$ cat src/rtl/riscv_core_pkg.sv
// rtl/riscv_core_pkg.sv - shared store-size encoding and store-align FSM state type
package riscv_core_pkg;

    typedef enum logic [1:0] {
        SZ_BYTE = 2'b00,
        SZ_HALF = 2'b01,
        SZ_WORD = 2'b10
    } size_e;

    typedef logic [1:0] stalign_state_t;

    localparam stalign_state_t ST_IDLE  = 2'd0;
    localparam stalign_state_t ST_BEAT0 = 2'd1;
    localparam stalign_state_t ST_BEAT1 = 2'd2;

endpackage

$ cat src/rtl/riscv_core_stalign_lane.sv
// rtl/riscv_core_stalign_lane.sv - byte-enable and lane-shifted data for a store spanning up to two words
module riscv_core_stalign_lane
    import riscv_core_pkg::*;
(
    input  logic [1:0]  size,
    input  logic [1:0]  off,
    input  logic [31:0] wdata,
    output logic [7:0]  be8,
    output logic [63:0] d64
);

    logic [3:0]  mask;
    logic [31:0] wmasked;

    // Encoding 2'b11 falls through to the word case.
    always_comb begin
        mask    = 4'b1111;
        wmasked = wdata;
        if (size == SZ_BYTE) begin
            mask    = 4'b0001;
            wmasked = {24'h0, wdata[7:0]};
        end else if (size == SZ_HALF) begin
            mask    = 4'b0011;
            wmasked = {16'h0, wdata[15:0]};
        end
    end

    assign be8 = {4'b0000, mask} << off;
    assign d64 = {32'h0, wmasked} << {off, 3'b000};

endmodule

$ cat src/rtl/riscv_core_stalign.sv
// rtl/riscv_core_stalign.sv - splits a store into one or two word-aligned memory write beats
module riscv_core_stalign
    import riscv_core_pkg::*;
#(
    parameter int XLEN = 32
) (
    input  logic            i_clk,
    input  logic            i_rst,
    input  logic            i_stalign_valid,
    output logic            o_stalign_ready,
    input  logic [1:0]      i_stalign_r_w_size,
    input  logic [XLEN-1:0] i_stalign_addr,
    input  logic [XLEN-1:0] i_stalign_wdata,
    output logic            o_stalign_mem_valid,
    input  logic            i_stalign_mem_ready,
    output logic [XLEN-1:0] o_stalign_mem_addr,
    output logic [XLEN-1:0] o_stalign_mem_wdata,
    output logic [3:0]      o_stalign_mem_be,
    output logic            o_stalign_done,
    output logic            o_stalign_misaligned
);

    stalign_state_t state;
    logic [7:0]     be8;
    logic [63:0]    d64;
    logic [3:0]     hi_be;
    logic [31:0]    hi_wdata;
    logic           accept;
    logic           handshake;

    riscv_core_stalign_lane u_lane (
        .size  (i_stalign_r_w_size),
        .off   (i_stalign_addr[1:0]),
        .wdata (i_stalign_wdata),
        .be8   (be8),
        .d64   (d64)
    );

    assign o_stalign_ready     = (state == ST_IDLE);
    assign o_stalign_mem_valid = (state != ST_IDLE);
    assign accept              = i_stalign_valid && o_stalign_ready;
    assign handshake           = o_stalign_mem_valid && i_stalign_mem_ready;

    always_ff @(posedge i_clk or posedge i_rst) begin
        if (i_rst) begin
            state                <= ST_IDLE;
            o_stalign_mem_addr   <= '0;
            o_stalign_mem_wdata  <= '0;
            o_stalign_mem_be     <= '0;
            hi_be                <= '0;
            hi_wdata             <= '0;
            o_stalign_done       <= 1'b0;
            o_stalign_misaligned <= 1'b0;
        end else begin
            o_stalign_done <= 1'b0;
            case (state)
                ST_IDLE: begin
                    if (accept) begin
                        o_stalign_mem_addr   <= {i_stalign_addr[XLEN-1:2], 2'b00};
                        o_stalign_mem_be     <= be8[3:0];
                        o_stalign_mem_wdata  <= d64[31:0];
                        hi_be                <= be8[7:4];
                        hi_wdata             <= d64[63:32];
                        o_stalign_misaligned <= |be8[7:4];
                        state                <= ST_BEAT0;
                    end
                end
                ST_BEAT0: begin
                    if (handshake) begin
                        if (o_stalign_misaligned) begin
                            // Address wraps naturally at the top of the address space.
                            o_stalign_mem_addr  <= o_stalign_mem_addr + XLEN'(4);
                            o_stalign_mem_be    <= hi_be;
                            o_stalign_mem_wdata <= hi_wdata;
                            state               <= ST_BEAT1;
                        end else begin
                            o_stalign_mem_addr   <= '0;
                            o_stalign_mem_be     <= '0;
                            o_stalign_mem_wdata  <= '0;
                            o_stalign_done       <= 1'b1;
                            o_stalign_misaligned <= 1'b0;
                            state                <= ST_IDLE;
                        end
                    end
                end
                ST_BEAT1: begin
                    if (handshake) begin
                        o_stalign_mem_addr   <= '0;
                        o_stalign_mem_be     <= '0;
                        o_stalign_mem_wdata  <= '0;
                        o_stalign_done       <= 1'b1;
                        o_stalign_misaligned <= 1'b0;
                        state                <= ST_IDLE;
                    end
                end
                default: state <= ST_IDLE;
            endcase
        end
    end

endmodule
$ cat config.mk
export PLATFORM = sky130hd
export DESIGN_NAME = riscv_core_stalign
export DESIGN_NICKNAME = d
export VERILOG_FILES = /design/src/rtl/riscv_core_pkg.sv /design/src/rtl/riscv_core_stalign_lane.sv /design/src/rtl/riscv_core_stalign.sv
export SDC_FILE = /design/constraint.sdc
export NUM_CORES = 1
export LEC_CHECK = 0
export CORE_MARGIN = 2
export CORE_UTILIZATION = 35
export CTS_CLUSTER_SIZE = 16
export DETAILED_ROUTE_END_ITERATION = 10
export HOLD_SLACK_MARGIN = 0.1
export PLACE_DENSITY = 0.68
export SLEW_MARGIN = 20
export SYNTH_ARGS = -nofsm -noshare
export SYNTH_HDL_FRONTEND = slang
export SYNTH_SLANG_ARGS = --single-unit
$ cat constraint.sdc
create_clock -name i_clk -period 5.05 [get_ports i_clk]
set_input_delay 1.01 -clock i_clk [delete_from_list [all_inputs] [get_ports i_clk]]
set_output_delay 1.01 -clock i_clk [all_outputs]
set_load 0.05 [all_outputs]
==> metrics.md, run 1 <==
| Metric | Value |
|---|---|
| Initial antenna violation count | 0 |
| Clock group share of total power | 14.8% |
| Final Max Slew Viols | 0 |
| CTS resizes | 0 |
| Sw frac | 50.4% |
| Worst vdd ir | 0.435 mV |
| First-iteration detailed-routing DRC count | 531 |
| Fmax | 0.313 GHz |
| Fillers | 1345 |
| Static Leak | 2.91 nW |
| Post-cts hold buffer count | 0 |
| Max_slew headroom | 26.1% |
| Via count | 5277 |
| Mapped Cells | 595 |
| DR WL/cell | 19.0 µm |
| CTS HTree Levels | 3 |
| Crit path time final | 3200 ps |
| Max-Cap Viols | 0 |
| Global-route wire length before repair | 27.5 mm |
| Clock Tree Buf Depth | 2 |
| Nets | 790 |
| Startpoint class of the critical path | input port |
| Run status | completed |
| Die area | 16000 µm² |
| Starting density of the core | 36.1% |
| Comb pwr share | 57.4% |
| Final Wtd Congestion | 0.906 |
| DR vias/cell | 5.84 |
| Asr flop ratio synth | 100% |
| Final Hold Viols | 0 |
| Final setup TNS | 0 ps |
| Clock insertion delay at the later pin of the skew report | 350 ps |
| Die height | 127 µm |
| CTS tree | built |
| Yosys reg bits | 97 |
| Synth area leader | dfrtp_1 |
| Critical Path Max Stage Delay | 590 ps |
| Largest net degree at the start of global routing | 69 |
| Drt pass-1 iters | 5 |
| Worst path slowest cell | clkdlybuf4s50_1 |
| Detailed placer's ending HPWL | 12.0 mm |
| # diodes | 0 |
| Gr ovfl total | 0 |
| Unrepaired setup endpoints after global routing | no |
| Gr usage total | 21.3% |
| CTS clk-pin slew, worst paths | 70 ps |
| Synth Flop Type | dfrtp_1 |
| Crit. End Element | flip-flop |
| Antenna Nets Post-Route | 0 |
| Syn_area_per_cell | 8.85 µm² |
| EDFF count, synth | 0 |
| Sequential area share after synthesis | 46.1% |
| Die Width | 127 µm |
| CP Cell Sequence | clkdlybuf4s50_1 > inv_2 > a211oi_2 > o21bai_4 > buf_12 > nor2_2 > a32o_1 |
| Yosys cell types | 58 |
| Clock buffer count from CTS | 9 |
| Std-Cell Core Area | 14600 µm² |
| Sequential share of power | 27.7% |
| PwrDens | 701 nW/µm² |
| Area delta synth->final | 35.4% |
| Yosys warnings | 0 |
| Worst-path fanout max | 48 |
| Clock Sinks | 97 |
| Critical Path RT | 5340 ps |
| Switching Power | 2.52 mW |
| DR DRC count | 0 |
| Kind of critical path | input port to flip-flop |
| Hold Path Class | flip-flop to flip-flop |
| DRT Wirelength | 17.1 mm |
| I/O Buffers | 139 |
| Top cells by area, synth | dfrtp_1 (46%), o21ai_0 (5.9%), nand2_1 (4.6%) |
| Rows | 44 |
| Fin Hold WS | 480 ps |
| Setup Skew | 10.8 ps |
| Cell Area, Synth | 5270 µm² |
| Internal power | 2.48 mW |
| Final setup viols | 0 |
| Vias in the first global route | 5145 |
| Clk root buf | clkbuf_16 |
| Ports | 142 |
| Worst path arrival time | 3480 ps |
| Final Cycle Share | 63.3% |
| Worst-margin pin slew | 1100 ps |
| Share of the synthesized area in the top cell type | 46.1% |
| Layout cells sized above 1 | 6.40% |
| Postcts setup bufs | 0 |
[per-layer routing]
metal | wire length [µm] | share of wire, % | track usage, % | vias up
li1 | - | - | - | 2428
met1 | 7250 | 42 | 29.0 | 2511
met2 | 8040 | 47 | 34.9 | 310
met3 | 1530 | 8.9 | 4.26 | 28
met4 | 315 | 1.8 | 5.04 | 0
met5 | 0 | 0 | 0 | -
[placed cells by master (no fill, tap or decap), types with 2 or more instances in the layout]
cell             count
o2bb2ai_1            4
conb_1               2
mux2i_1              8
bufinv_16            2
and2_1               2
a221oi_1            18
clkbuf_16            9
nand2_1             64
nand4_1             13
o211ai_1             2
a22oi_1             10
a22o_1              18
a31oi_1              8
inv_1               19
buf_4                9
o22ai_1             12
o31ai_1              2
o21ai_0             62
nor3_1               8
nand2b_1             6
nor3_2               2
a32o_1               3
nand3_1             28
dfrtp_1             97
a2bb2oi_1            9
nor2_2               2
and3_1               3
a32oi_1              2
nor2_1              58
a21oi_1             26
and4_1               2
o21ai_1             23
inv_2                3
clkdlybuf4s50_1    139
ha_1                 6
a222oi_1             8
[stage by stage]
step	util (%)	setup WS, ps	total power [mW]	std cells	area [µm²]
finish	48.9	1850	5.00	903	7130
CTS	48.8	1900	5.01	903	7120
global route	48.9	1680	5.30	903	7130
global placement	46.6	1620	4.19	887	6810
floorplan	-	1510	3.32	596	5270
detailed placement	46.6	1540	4.27	887	6810
[critical path, delay by kind of cell]
kind / cells / cell delay [ps]
AND/OR/NAND/NOR: 1 / 330
AO/OA/AOI/OAI: 3 / 1110
buffers and inverters: 3 / 1000
[path summary, 6_finish.rpt]
path,start,end,slack (ps),depth (start not counted)
max,i_stalign_valid,o_stalign_mem_wdata[28],1850,7
min,hi_be[2],hi_be[2],480,1
max reg2reg,state[0],o_stalign_mem_wdata[19],1990,7
min reg2reg,hi_be[2],hi_be[2],480,1
max in group asynchronous,i_rst,o_stalign_mem_wdata[21],2910,3
min in group asynchronous,i_rst,hi_wdata[1],1220,2
[state kept, by name, summed over array words and instances (netlist names)]
register / flops
o_stalign_misaligned: 1
state: 2
hi_wdata: 24
o_stalign_done: 1
o_stalign_mem_be: 4
o_stalign_mem_addr: 30
o_stalign_mem_wdata: 32
hi_be: 3
[logic make-up after synthesis]
| group | count (synthesis) | synth area share, % |
|---|---|---|
| buffers and inverters | 65 | 5.32 |
| multiplexers | 8 | 1.52 |
| AND/OR/NAND/NOR | 205 | 19.0 |
| adder cells (fa/ha/maj) | 6 | 1.43 |
| other | 1 | 0.0712 |
| AO/OA/AOI/OAI | 213 | 26.6 |
| flip-flops | 97 | 46.1 |
[synthesized netlist by cell type, types with 8 or more instances]
library cell / count
a31oi_1: 8
nand4_1: 13
a21oi_1: 26
nand2_1: 65
dfrtp_1: 97
mux2i_1: 8
o21ai_0: 62
nor2_1: 60
a2bb2oi_1: 9
clkbuf_1: 18
buf_2: 17
a22o_1: 18
o22ai_1: 12
nor3_1: 8
a22oi_1: 10
nand3_1: 28
a221oi_1: 18
o21ai_1: 23
a222oi_1: 8
inv_1: 20
[final cells by class]
cell class,count,area [µm²],area share (%)
Clock buffer,10,229,3.21
Multi-Input combinational cell,434,2580,36.3
Inverter,23,88.8,1.25
Sequential cell,97,2430,34.0
Timing Repair Buffer,149,1480,20.7
Clock inverter,6,90.1,1.26
Tap cell,184,230,3.23
[power groups by stage]
stage	Combinational, mW	Clock [mW]	Sequential (mW)
after floorplan	1.22	0	2.10
after global placement	2.81	0	1.38
after detailed placement	2.88	0	1.39
after CTS	2.88	0.752	1.38
after global routing	3.08	0.785	1.44
final	2.87	0.742	1.39
Power figures use the tool's default switching activity.
==> run 2, diff against run 1 <==
clock period = 3.25 ns   (was 5.05 ns; I/O delays follow)
==> metrics.md, run 2 (synthesis gave the netlist of run 1 again) <==
| Metric | Value |
|---|---|
| Run status | completed |
| Detailed placer's ending HPWL | 12.7 mm |
| Post-cts hold buffer count | 0 |
| Startpoint class of the critical path | flip-flop |
| # diodes | 0 |
| M3 GR Usage | 5.69% |
| Setup Skew | 10.0 ps |
| Starting density of the core | 36.1% |
| CP Cell Sequence | inv_1 > ha_1 > inv_1 > clkdlybuf4s50_1 |
| First-iteration detailed-routing DRC count | 734 |
| Non-Filler Instances | 916 |
| Dpl cells | 900 |
| Most Used Layer, Global Route | met2 |
| Area delta synth->final | 36.8% |
| Crit. End Element | output pin |
| Reg-to-Reg Start | state[0] |
| CP endpoint | o_stalign_mem_valid |
| Worst R2R Path Depth | 7 |
| Static Leak | 2.96 nW |
| R2R setup slack | 810 ps |
| Most frequent cells in the layout | clkdlybuf4s50_1 (139), dfrtp_1 (97), nand2_1 (65) |
| Final Util | 49.4% |
| Nets | 803 |
| Critical Path RT | 2600 ps |
| Die height | 127 µm |
| Final Wtd Congestion | 0.965 |
| Worst path slowest cell | clkdlybuf4s50_1 |
| Rows | 44 |
| Largest net degree at the start of global routing | 47 |
| Gr usage total | 21.9% |
| Kind of critical path | flip-flop to output pin |
| Max FFs per register | 32 |
| Clock Sinks | 97 |
| Crit path top cell by count | inv_1 |
| Vias in the first global route | 5231 |
| Final setup viols | 0 |
| Critical Path Max Stage Delay | 800 ps |
| Final instance area | 7200 µm² |
| Fillers | 1343 |
| CP Buf/Inv Count | 3 |
| Final Hold Viols | 0 |
| Worst path depth | 4 |
| Postcts setup bufs | 0 |
| PwrDens | 1080 nW/µm² |
| Reg2Reg Capture Point | o_stalign_mem_wdata[20] |
| Hold Path Class | flip-flop to flip-flop |
| DR DRC count | 0 |
| Commonest non-fill, non-tap cell in the layout | clkdlybuf4s50_1 |
| Setup ws final | 513 ps |
| DR WL/cell | 19.2 µm |
| Power Total | 7.78 mW |
| CTS clk-pin slew, worst paths | 80 ps |
| Top flop regs | o_stalign_mem_wdata (32), o_stalign_mem_addr (30), hi_wdata (24) |
| DP Worst Slack | 447 ps |
| DRT Wirelength | 17.6 mm |
| Clk root buf | clkbuf_16 |
| Max_slew headroom | 49.3% |
| Layout cells sized above 1 | 8.06% |
| Final Max Slew Viols | 0 |
| CTS HTree Levels | 3 |
| Top reg by flops | o_stalign_mem_wdata |
| Family with the most delay on the worst path | buffers and inverters |
| DR vias/cell | 5.80 |
| Ports | 142 |
| Placed Area | 6910 µm² |
| GR Util met2 | 34.0% |
| Final setup TNS | 0 ps |
| Final Cycle Share | 84.2% |
| Clock buffer count from CTS | 9 |
| Drt pass-1 iters | 5 |
| Crit path from | state[0] |
| Worst-margin pin slew | 758 ps |
| Unrepaired setup endpoints after global routing | no |
| Via count | 5309 |
| I/O Buffers | 139 |
| Fin Hold WS | 482 ps |
| GR Util met1 | 29.7% |
| Fmax | 0.365 GHz |
| Clock insertion delay at the later pin of the skew report | 370 ps |
| Max-Cap Viols | 0 |
| Worst-path fanout max | 7 |
| CTS resizes | 0 |
| Antenna Nets Post-Route | 0 |
| Clock Tree Buf Depth | 2 |
| Crit path time final | 2740 ps |
| Worst vdd ir | 0.474 mV |
| Worst path arrival time | 2090 ps |
| CTS tree | built |
| Std-Cell Core Area | 14600 µm² |
| Initial antenna violation count | 0 |
| Gr ovfl total | 0 |
| Die area | 16000 µm² |
| Global-route wire length before repair | 27.8 mm |
| Die Width | 127 µm |
[run 2: where the power goes]
part           switching [mW]  internal (mW)  total [mW]
clock                   0.548          0.543        1.09
sequential              0.453           1.70        2.16
combinational            3.01           1.52        4.53
total                    4.01           3.77        7.78
[run 2: metal layers]
metal / vias to the layer above / wire, µm / share of wire [%]
li1: 2455 / - / -
met1: 2497 / 7380 / 42
met2: 318 / 8040 / 46
met3: 39 / 1750 / 10
met4: 0 / 387 / 2.2
met5: - / 0 / 0
[run 2: how the worst min path moves through the flow]
stage          slack, ps  cells after the start       end     start
5_1_grt              500                      1  hi_be[2]  hi_be[2]
6_report             480                      1  hi_be[2]  hi_be[2]
4_1_cts              480                      2  hi_be[1]  hi_be[1]
2_1_floorplan        450                      2  hi_be[1]  hi_be[1]
3_5_place_dp         460                      2  hi_be[1]  hi_be[1]
3_3_place_gp         460                      2  hi_be[1]  hi_be[1]
[run 2: worst register-to-register path: stages (launching register included)]
cell and delay [ps]:
dfrtp_1 410, inv_1 90, ha_1 520, inv_2 100, nor2_4 560, buf_4 350, a222oi_1 130, o21ai_0 200
[run 2: final cells by class]
class                      count  area (µm²)  area share, %
timing repair buffer         162        1580           21.9
multi-input combinational    434        2580           35.9
clock buffer                   9         225           3.13
sequential                    97        2430           33.7
clock inverter                 7        71.3          0.990
tap                          184         230           3.20
inverter                      23        88.8           1.23
==> run 3, diff against run 2 <==
PLACE_DENSITY = 0.7   (was 0.68)
clock period = 2.45 ns   (was 3.25 ns; I/O delays follow)
==> metrics.md, run 3 (synthesis gave the netlist of run 1 again) <==
| Metric | Value |
|---|---|
| Most frequent cells in the layout | clkdlybuf4s50_1 (137), dfrtp_1 (97), nand2_1 (65) |
| CTS HTree Levels | 3 |
| Vias in the first global route | 5211 |
| Starting density of the core | 36.1% |
| Clock Sinks | 97 |
| CTS resizes | 0 |
| Antenna Nets Post-Route | 0 |
| Rows | 44 |
| Die height | 127 µm |
| Detailed placer's ending HPWL | 12.2 mm |
| Largest net degree at the start of global routing | 98 |
| Global-route wire length before repair | 27.8 mm |
| Postcts setup bufs | 0 |
| Drt pass-1 iters | 6 |
| CTS clk-pin slew, worst paths | 60 ps |
| Worst path arrival time | 2570 ps |
| Top reg by flops | o_stalign_mem_wdata |
| Gr usage total | 21.7% |
| Crit path time final | 2290 ps |
| Clock insertion delay at the later pin of the skew report | 350 ps |
| # diodes | 0 |
| Die Width | 127 µm |
| Setup Skew | 6.62 ps |
| I/O Buffers | 139 |
| Final Hold Viols | 0 |
| CP Cell Sequence | inv_1 > ha_1 > nand3_1 > or3_1 > nor2_1 > a32oi_1 > o21ai_1 |
| Max-Cap Viols | 0 |
| Clock Tree Buf Depth | 2 |
| Final Max Slew Viols | 0 |
| Post-cts hold buffer count | 0 |
| CTS tree | built |
| Die area | 16000 µm² |
| Max FFs per register | 32 |
| Min-delay src | hi_wdata[0] |
| Nets | 811 |
| Fmax | 0.436 GHz |
| Crit path from | state[0] |
| Clk root buf | clkbuf_16 |
| DR DRC count | 0 |
| First-iteration detailed-routing DRC count | 635 |
| Reg-to-Reg Start | state[0] |
| Run status | completed |
| Kind of critical path | flip-flop to flip-flop |
| Fin Hold WS | 487 ps |
| DR WL/cell | 18.9 µm |
| Max_slew headroom | 51.7% |
| Ports | 142 |
| Final Cycle Share | 93.6% |
| Worst vdd ir | 0.705 mV |
| Unrepaired setup endpoints after global routing | no |
| Final setup viols | 0 |
| Gr ovfl total | 0 |
| Top flop regs | o_stalign_mem_wdata (32), o_stalign_mem_addr (30), hi_wdata (24) |
| Layout cells sized above 1 | 8.92% |
| Clock buffer count from CTS | 9 |
| DRT Wirelength | 17.5 mm |
| Area delta synth->final | 37.5% |
| Crit. End Element | flip-flop |
| Via count | 5472 |
| Std-Cell Core Area | 14600 µm² |
| Critical Path Max Stage Delay | 480 ps |
| Worst path slowest cell | ha_1 |
| Initial antenna violation count | 0 |
| Startpoint class of the critical path | flip-flop |
| DR vias/cell | 5.92 |
| Commonest non-fill, non-tap cell in the layout | clkdlybuf4s50_1 |
| PwrDens | 1420 nW/µm² |
| Final Wtd Congestion | 0.885 |
| Critical Path RT | 2720 ps |
| Hold Path Class | flip-flop to flip-flop |
| Static Leak | 2.99 nW |
| Worst-margin pin slew | 722 ps |
| Final setup TNS | 0 ps |
| Worst-path fanout max | 7 |
-- run 3: changes by cell type in the layout (fill, tap and decap cells not counted), sizes merged --
cell,change
buf,+10
clkdlybuf4s50,-2
clkinv,+2
clkinvlp,+1
clkbuf,+2
inv,-5
-- run 3: area by class of cell --
type | instances | area, µm²
repair buffers | 170 | 1640
inverters | 23 | 90.1
fillers | 1352 | 7350
clock inverters | 5 | 32.5
flip-flops and latches | 97 | 2430
well taps | 184 | 230
multi-input cells | 434 | 2580
clock buffers | 11 | 233
-- run 3: final timing paths --
kind	depth (start not counted)	slack, ps	endpoint
worst min register to register	2	490	hi_wdata[0]
worst max-delay path	7	160	o_stalign_mem_addr[17]
worst min-delay path	2	490	hi_wdata[0]
min in group asynchronous	3	620	o_stalign_mem_wdata[2]
max in group asynchronous	3	1410	o_stalign_mem_be[3]
worst max register to register	7	160	o_stalign_mem_addr[17]
-- run 3: metal layers --
layer,global-route usage [%],part of all wire [%],wire [µm]
met4,6.01,1.1,193
met1,29.8,41,7180
met2,34.7,47,8270
met3,4.64,10,1810
met5,0,0,0
-- run 3: where the power goes --
part	total (mW)	internal [mW]	switching, mW
logic	6.06	2.07	3.99
clock network	1.31	0.688	0.624
registers	2.88	2.26	0.622
total	10.3	5.02	5.24
-- run 3: stage by stage --
step	worst slack, ps	power [mW]	std cells	utilization, %	instance area (µm²)
after floorplan	245	6.85	596	-	5270
after global placement	196	8.78	908	47.8	6970
after detailed placement	118	8.93	908	47.8	6970
after CTS	194	10.3	924	49.6	7240
after global routing	57.5	10.9	924	49.6	7240
final	156	10.3	924	49.6	7240
-- run 3: worst max-delay path, delay by kind of cell, from the launching register on --
family / cells / cell delay [ps]
flops: 1 / 400
compound gates: 2 / 310
fa+ha+maj: 1 / 480
buf+inv: 1 / 90
simple gates: 3 / 940
